### src/rtl/swervolf_ram_init_ctrl_if.sv
// AXI4 write-channel bundle (AW/W/B) between the RAM init sequencer and the RAM.
// The read channels and the tied-off awid/awsize/awburst are handled at the top level.
interface swervolf_ram_init_ctrl_if;
  logic [31:0] o_awaddr;
  logic [7:0]  o_awlen;
  logic        o_awvalid;
  logic        i_awready;
  logic [63:0] o_wdata;
  logic [7:0]  o_wstrb;
  logic        o_wlast;
  logic        o_wvalid;
  logic        i_wready;
  logic [1:0]  i_bresp;
  logic        i_bvalid;
  logic        o_bready;

  // Sequencer side: issues bursts and accepts responses.
  modport master (
    output o_awaddr, o_awlen, o_awvalid,
    input  i_awready,
    output o_wdata, o_wstrb, o_wlast, o_wvalid,
    input  i_wready,
    input  i_bresp, i_bvalid,
    output o_bready
  );

  // RAM side: accepts bursts and returns responses.
  modport slave (
    input  o_awaddr, o_awlen, o_awvalid,
    output i_awready,
    input  o_wdata, o_wstrb, o_wlast, o_wvalid,
    output i_wready,
    output i_bresp, i_bvalid,
    input  o_bready
  );
endinterface

### src/rtl/swervolf_ram_init_ctrl.sv
// Main-RAM initialisation sequencer: write-only AXI4 master that fills
// [BASE_ADDR, BASE_ADDR+MEM_SIZE) with INCR bursts of BURST_LEN 8-byte beats,
// then reports done (and error on any non-OKAY response) to the core.
// Optional feature macro: RAM_INIT_PATTERN_EN -- when defined each beat carries
// {~beat_addr, beat_addr} instead of FILL_WORD.
module swervolf_ram_init_ctrl #(
  parameter logic [31:0] MEM_SIZE  = 32'h0001_0000,
  parameter logic [31:0] BASE_ADDR = 32'h0000_0000,
  parameter int unsigned BURST_LEN = 16,
  parameter logic [63:0] FILL_WORD = 64'h0
) (
  input  logic                           clk,
  input  logic                           rst,
  input  logic                           i_start,
  swervolf_ram_init_ctrl_if.master       bus,
  output logic                           o_init_done,
  output logic                           o_init_error
);

  localparam int unsigned BEAT_BYTES = 8;
  localparam logic [31:0] STEP       = 32'(BURST_LEN * BEAT_BYTES);
  localparam logic [31:0] END_ADDR   = BASE_ADDR + MEM_SIZE;
  localparam logic [7:0]  LAST_BEAT  = 8'(BURST_LEN - 1);

  typedef enum logic [2:0] {
    S_IDLE,
    S_AW,
    S_W,
    S_B,
    S_DONE,
    S_ERR
  } state_t;

  state_t      state;
  logic [31:0] awaddr;
  logic        awvalid;
  logic        wvalid;
  logic        wlast;
  logic        bready;
  logic        done;
  logic        error;
  logic [7:0]  cnt;

`ifdef RAM_INIT_PATTERN_EN
  logic [63:0] wdata;
  logic [31:0] next_beat_addr;

  // Byte address of the following beat; low half of wdata holds the current one.
  assign next_beat_addr = wdata[31:0] + 32'(BEAT_BYTES);
  assign bus.o_wdata    = wdata;
`else
  assign bus.o_wdata    = FILL_WORD;
`endif

  assign bus.o_awaddr  = awaddr;
  assign bus.o_awlen   = LAST_BEAT;
  assign bus.o_awvalid = awvalid;
  assign bus.o_wstrb   = 8'hFF;
  assign bus.o_wlast   = wlast;
  assign bus.o_wvalid  = wvalid;
  assign bus.o_bready  = bready;
  assign o_init_done   = done;
  assign o_init_error  = error;

  // Fill sequencer: one AW, BURST_LEN W beats, one B per burst; all outputs registered.
  always_ff @(posedge clk) begin
    if (rst) begin
      state   <= S_IDLE;
      awaddr  <= BASE_ADDR;
      awvalid <= 1'b0;
      wvalid  <= 1'b0;
      wlast   <= 1'b0;
      bready  <= 1'b0;
      done    <= 1'b0;
      error   <= 1'b0;
      cnt     <= 8'd0;
`ifdef RAM_INIT_PATTERN_EN
      wdata   <= 64'd0;
`endif
    end else begin
      unique case (state)
        S_IDLE: begin
          if (i_start) begin
            awaddr  <= BASE_ADDR;
            awvalid <= 1'b1;
            state   <= S_AW;
          end
        end

        S_AW: begin
          if (bus.i_awready) begin
            awvalid <= 1'b0;
            wvalid  <= 1'b1;
            cnt     <= 8'd0;
            wlast   <= (LAST_BEAT == 8'd0);
`ifdef RAM_INIT_PATTERN_EN
            wdata   <= {~awaddr, awaddr};
`endif
            state   <= S_W;
          end
        end

        S_W: begin
          if (bus.i_wready) begin
            if (wlast) begin
              wvalid <= 1'b0;
              wlast  <= 1'b0;
              bready <= 1'b1;
              state  <= S_B;
            end else begin
              cnt   <= cnt + 8'd1;
              wlast <= ((cnt + 8'd1) == LAST_BEAT);
`ifdef RAM_INIT_PATTERN_EN
              wdata <= {~next_beat_addr, next_beat_addr};
`endif
            end
          end
        end

        S_B: begin
          if (bus.i_bvalid) begin
            bready <= 1'b0;
            if (bus.i_bresp != 2'b00) begin
              error <= 1'b1;
              done  <= 1'b1;
              state <= S_ERR;
            end else if ((awaddr + STEP) == END_ADDR) begin
              done  <= 1'b1;
              state <= S_DONE;
            end else begin
              awaddr  <= awaddr + STEP;
              awvalid <= 1'b1;
              state   <= S_AW;
            end
          end
        end

        S_DONE, S_ERR: begin
          if (i_start) begin
            done    <= 1'b0;
            error   <= 1'b0;
            awaddr  <= BASE_ADDR;
            awvalid <= 1'b1;
            state   <= S_AW;
          end
        end

        default: state <= S_IDLE;
      endcase
    end
  end

endmodule

### src/flat_wrapper.sv
// flat-port wrapper written by rule: the top's interface ports become plain ports
module swervolf_ram_init_ctrl_flat 
#(
  parameter logic [31:0] MEM_SIZE  = 32'h0001_0000,
  parameter logic [31:0] BASE_ADDR = 32'h0000_0000,
  parameter int unsigned BURST_LEN = 16,
  parameter logic [63:0] FILL_WORD = 64'h0
)
  (clk, rst, i_start, o_init_done, o_init_error, bus_o_awaddr, bus_o_awlen, bus_o_awvalid, bus_i_awready, bus_o_wdata, bus_o_wstrb, bus_o_wlast, bus_o_wvalid, bus_i_wready, bus_i_bresp, bus_i_bvalid, bus_o_bready);
  swervolf_ram_init_ctrl_if bus_i ();
  input  logic clk;
  input  logic rst;
  input  logic i_start;
  output logic o_init_done;
  output logic o_init_error;
  output wire logic [$bits(bus_i.o_awaddr)-1:0] bus_o_awaddr;
  output wire logic [$bits(bus_i.o_awlen)-1:0] bus_o_awlen;
  output wire logic [$bits(bus_i.o_awvalid)-1:0] bus_o_awvalid;
  input wire logic [$bits(bus_i.i_awready)-1:0] bus_i_awready;
  output wire logic [$bits(bus_i.o_wdata)-1:0] bus_o_wdata;
  output wire logic [$bits(bus_i.o_wstrb)-1:0] bus_o_wstrb;
  output wire logic [$bits(bus_i.o_wlast)-1:0] bus_o_wlast;
  output wire logic [$bits(bus_i.o_wvalid)-1:0] bus_o_wvalid;
  input wire logic [$bits(bus_i.i_wready)-1:0] bus_i_wready;
  input wire logic [$bits(bus_i.i_bresp)-1:0] bus_i_bresp;
  input wire logic [$bits(bus_i.i_bvalid)-1:0] bus_i_bvalid;
  output wire logic [$bits(bus_i.o_bready)-1:0] bus_o_bready;
  assign bus_o_awaddr = bus_i.o_awaddr;
  assign bus_o_awlen = bus_i.o_awlen;
  assign bus_o_awvalid = bus_i.o_awvalid;
  assign bus_i.i_awready = bus_i_awready;
  assign bus_o_wdata = bus_i.o_wdata;
  assign bus_o_wstrb = bus_i.o_wstrb;
  assign bus_o_wlast = bus_i.o_wlast;
  assign bus_o_wvalid = bus_i.o_wvalid;
  assign bus_i.i_wready = bus_i_wready;
  assign bus_i.i_bresp = bus_i_bresp;
  assign bus_i.i_bvalid = bus_i_bvalid;
  assign bus_o_bready = bus_i.o_bready;
  swervolf_ram_init_ctrl #(.MEM_SIZE(MEM_SIZE), .BASE_ADDR(BASE_ADDR), .BURST_LEN(BURST_LEN), .FILL_WORD(FILL_WORD)) u_core (.clk(clk), .rst(rst), .i_start(i_start), .bus(bus_i), .o_init_done(o_init_done), .o_init_error(o_init_error));
endmodule
### config.mk
export PLATFORM = sky130hd
export DESIGN_NAME = swervolf_ram_init_ctrl_flat
export DESIGN_NICKNAME = d
export VERILOG_FILES = /design/src/rtl/swervolf_ram_init_ctrl_if.sv /design/src/rtl/swervolf_ram_init_ctrl.sv /design/src/flat_wrapper.sv
export SDC_FILE = /design/constraint.sdc
export NUM_CORES = 1
export LEC_CHECK = 0
export ABC_AREA = 1
export CAP_MARGIN = 5
export CELL_PAD_IN_SITES_DETAIL_PLACEMENT = 1
export CELL_PAD_IN_SITES_GLOBAL_PLACEMENT = 2
export CORE_ASPECT_RATIO = 0.8
export CORE_MARGIN = 5
export CORE_UTILIZATION = 21
export DETAILED_ROUTE_END_ITERATION = 12
export PLACE_DENSITY_LB_ADDON = 0.1
export SLEW_MARGIN = 40
export SYNTH_ARGS = -nofsm -noshare
export SYNTH_HDL_FRONTEND = slang
export SYNTH_SLANG_ARGS = --single-unit
### constraint.sdc
create_clock -name clk -period 2.1 [get_ports clk]
set_input_delay 0.42 -clock clk [delete_from_list [all_inputs] [get_ports clk]]
set_output_delay 0.42 -clock clk [all_outputs]
set_load 0.02 [all_outputs]
==> results.yml <==
run_status:
  status: "finished, violations left"
  violations: "negative setup slack"
worst_setup_path:
  cp.required_ps: 2290
  crit_chain: "ha_4 -> nand2_4 -> nor2_4 -> nand2_4 -> nor2_4 -> buf_6 -> xor2_4 -> nor2_1 -> nand2_1 -> nor2_4 -> nand2_2 -> nand2_4 -> nand2_8 -> buf_12 -> nand3_1 -> nand2_1 -> nor2_2"
  slowest_stage: "dfxtp_4"
  critPathKind: "flop to flop"
  max_stage_delay_ps: 380
  timing.critical_path.buf_inv: 2
  endpoint_kind: "flop"
  start_kind: "flop"
  path_delay_family: "simple AND/OR/NAND/NOR gates"
  crit_fanout: 13
  arrival_ps: 2500
synth:
  syn_area_um2: 3530
  synth.distinct_cells: 29
  post_synth.cell_area_avg_um2: 6.09
  yosysSeqAreaShare_pct: 23.8
  ys_warn_count: 0
  syn_inst: 579
  synth_seq_cells: 42
placed_design:
  hpwl_mm: 9.30
  place_inst: 906
  portBuffers: 38
  dp_slack_ps: -379
  globalplace.congestion: 0.798
grt:
  grt_pass1_vias: 3791
  antenna_found_initial: 0
  grt-ovfl-total: 0
  grt_pass1_wl_mm: 19.6
  grt_usage_pct: 12.3
  grt_start_max_net_pins: 50
power_and_ir_drop:
  p_sw_share_pct: 44.9
  power-per-cell-area_nw_per_um2: 1070
  seq_power_share_pct: 24.2
  intPower_mw: 2.91
  leakagePower_nw: 2.33
  power.switching_mw: 2.37
  irDropWorstVdd_mv: 0.421
  p_comb_share_pct: 60.1
  finalPower_mw: 5.27
  pwr-share-clk_pct: 15.7
cts:
  cts-root-buf: "clkbuf_16"
  numCtsBuffers: 5
  htree_levels: 2
  cts_buffer_depth: 2
  cts_tree: "done"
  clock_latency_ps: 300
  clk_pin_slew_ps: 70
  cts_sinks: 42
cells_and_area:
  syn2layout_area_growth_pct: 40.4
  drive_gt1_share_pct: 24.0
  utilization_pct: 30.0
  largest_reg_flops: 25
  layout_commonest_cell: "nand2_1"
  layoutNonFillerInstCount: 927
  nets: 717
  final_cell_mix: "nand2_1, buf_4, conb_1"
  fill_cells: 2129
  num_antenna_cells: 0
routing:
  drtIter0Drc: 141
  vias: 3700
  first_pass_iters: 4
  wl_per_cell_um: 12.9
  viasPerCell: 3.99
  ant_nets: 0
  drcViolationCount: 0
  totalWireLength_mm: 12.0
timing:
  rsz0062_at_grt: "true"
  fin_setup_tns_ps: -4810
  fin_crit_sh_pct: 110
  final_hold_viol_count: 0
  fin_worst_skew_ps: 6.03
  fmax_ghz: 0.433
  drv_slew: 0
  finalSetupViolations: 29
  fin_ws_ps: -208
  finalCriticalPeriod_ps: 2310
hold_path:
  worstHoldPathType: "flop to flop"
floorplan:
  io_pins: 126
  start_util_pct: 21.4
  rows: 42
  die_h_um: 126
  core_um2: 16500
  die_x_um: 155
  die_area_um2: 19500
run:
  cap_violations: 0
## worst reg2reg max path, cell delays in order, from the launching register on
cell and delay [ps]:
dfxtp_4 380, ha_4 140, nand2_4 50, nor2_4 190, nand2_4 100, nor2_4 170, buf_6 140, xor2_4 180
nor2_1 60, nand2_1 100, nor2_4 50, nand2_2 90, nand2_4 80, nand2_8 110, buf_12 150, nand3_1 90
nand2_1 90, nor2_2 40
## kinds of logic after synthesis
kind of cell | Yosys count | synth area share, %
buf+inv | 159 | 26.9
flops | 42 | 23.8
fa+ha+maj | 3 | 1.06
compound gates | 53 | 7.52
xor+xnor | 9 | 2.23
other cells | 2 | 0.213
simple gates | 311 | 38.2
## final timing paths
kind,start,end,slack [ps],cells after the start
max,u_core.bus.o_awaddr[7]$_SDFFE_PP0P_,u_core.bus.o_awaddr[13]$_SDFFE_PP0P_,-210,17
min reg2reg,u_core.bus.o_bready$_SDFFE_PP0P_,u_core.bus.o_bready$_SDFFE_PP0P_,460,2
max reg2reg,u_core.bus.o_awaddr[7]$_SDFFE_PP0P_,u_core.bus.o_awaddr[13]$_SDFFE_PP0P_,-210,17
min,u_core.bus.o_bready$_SDFFE_PP0P_,u_core.bus.o_bready$_SDFFE_PP0P_,460,2
## cells in the mapped netlist
library cell  number  share of area, %
ha_1               3               1.1
buf_4             87                19
inv_2              1              0.11
and2_1             1              0.18
a21oi_1           41               5.8
buf_6              3              0.96
clkbuf_1           9              0.96
dfxtp_1           42                24
xor2_1             8               2.0
clkinv_1           1              0.11
nor2_1            73               7.8
buf_1              1              0.11
o21ai_0           11               1.6
o21ai_1            1              0.14
or2_2              1              0.18
nand2_2            3              0.53
nor3_1             3              0.43
nand3b_1           8               1.7
nor4_1             2              0.35
nand3_1           49               7.0
conb_1             2              0.21
nand2_4            1              0.32
buf_2              3              0.43
inv_1             54               5.7
nor2_4             4               1.3
xnor2_1            1              0.25
nand2_1          154                16
nor2_2             7               1.2
nand4_1            5              0.89
## routing by layer
metal / track usage (%) / part of all wire (%) / up-vias / routed length [um]
li1: - / - / 1890 / -
met1: 17.7 / 51 / 1710 / 6080
met2: 19.4 / 43 / 92 / 5190
met3: 2.02 / 4.9 / 8 / 580
met4: 2.65 / 0.89 / 0 / 106
met5: 0 / 0 / - / 0
## power groups by stage
stage          clock network [mW]  registers (mW)  logic [mW]
3_3_place_gp                    0            1.28        2.96
3_5_place_dp                    0            1.28        2.99
2_1_floorplan                   0            1.51        1.40
4_1_cts                     0.865            1.28        3.11
5_1_grt                     0.883            1.32        3.53
6_report                    0.830            1.28        3.17
## stage by stage
stage                     area [um^2]  hold slack (ps)
after floorplan                  3870              457
after global placement           4510              448
after detailed placement         4510              454
after CTS                        4840              469
after global routing             4950              502
final                            4950              460
## timing repair
item	in CTS	in global routing
setup endpoints to repair	29	31
buffers inserted	9	4
gates resized for setup	28	24
gates cloned	0	0
hold buffers	0	0
pin swaps	14	17
hold endpoints to repair	0	0
## area by class of cell
class	instances	area, um^2	share of cell area, %
Timing Repair Buffer	138	1200	24.3
Tap cell	220	275	5.56
Inverter	56	210	4.25
Sequential cell	42	863	17.4
Multi-Input combinational cell	463	2250	45.5
Clock buffer	5	125	2.53
Clock inverter	3	25.0	0.505
No activity file was read; power rests on OpenSTA's default activity.
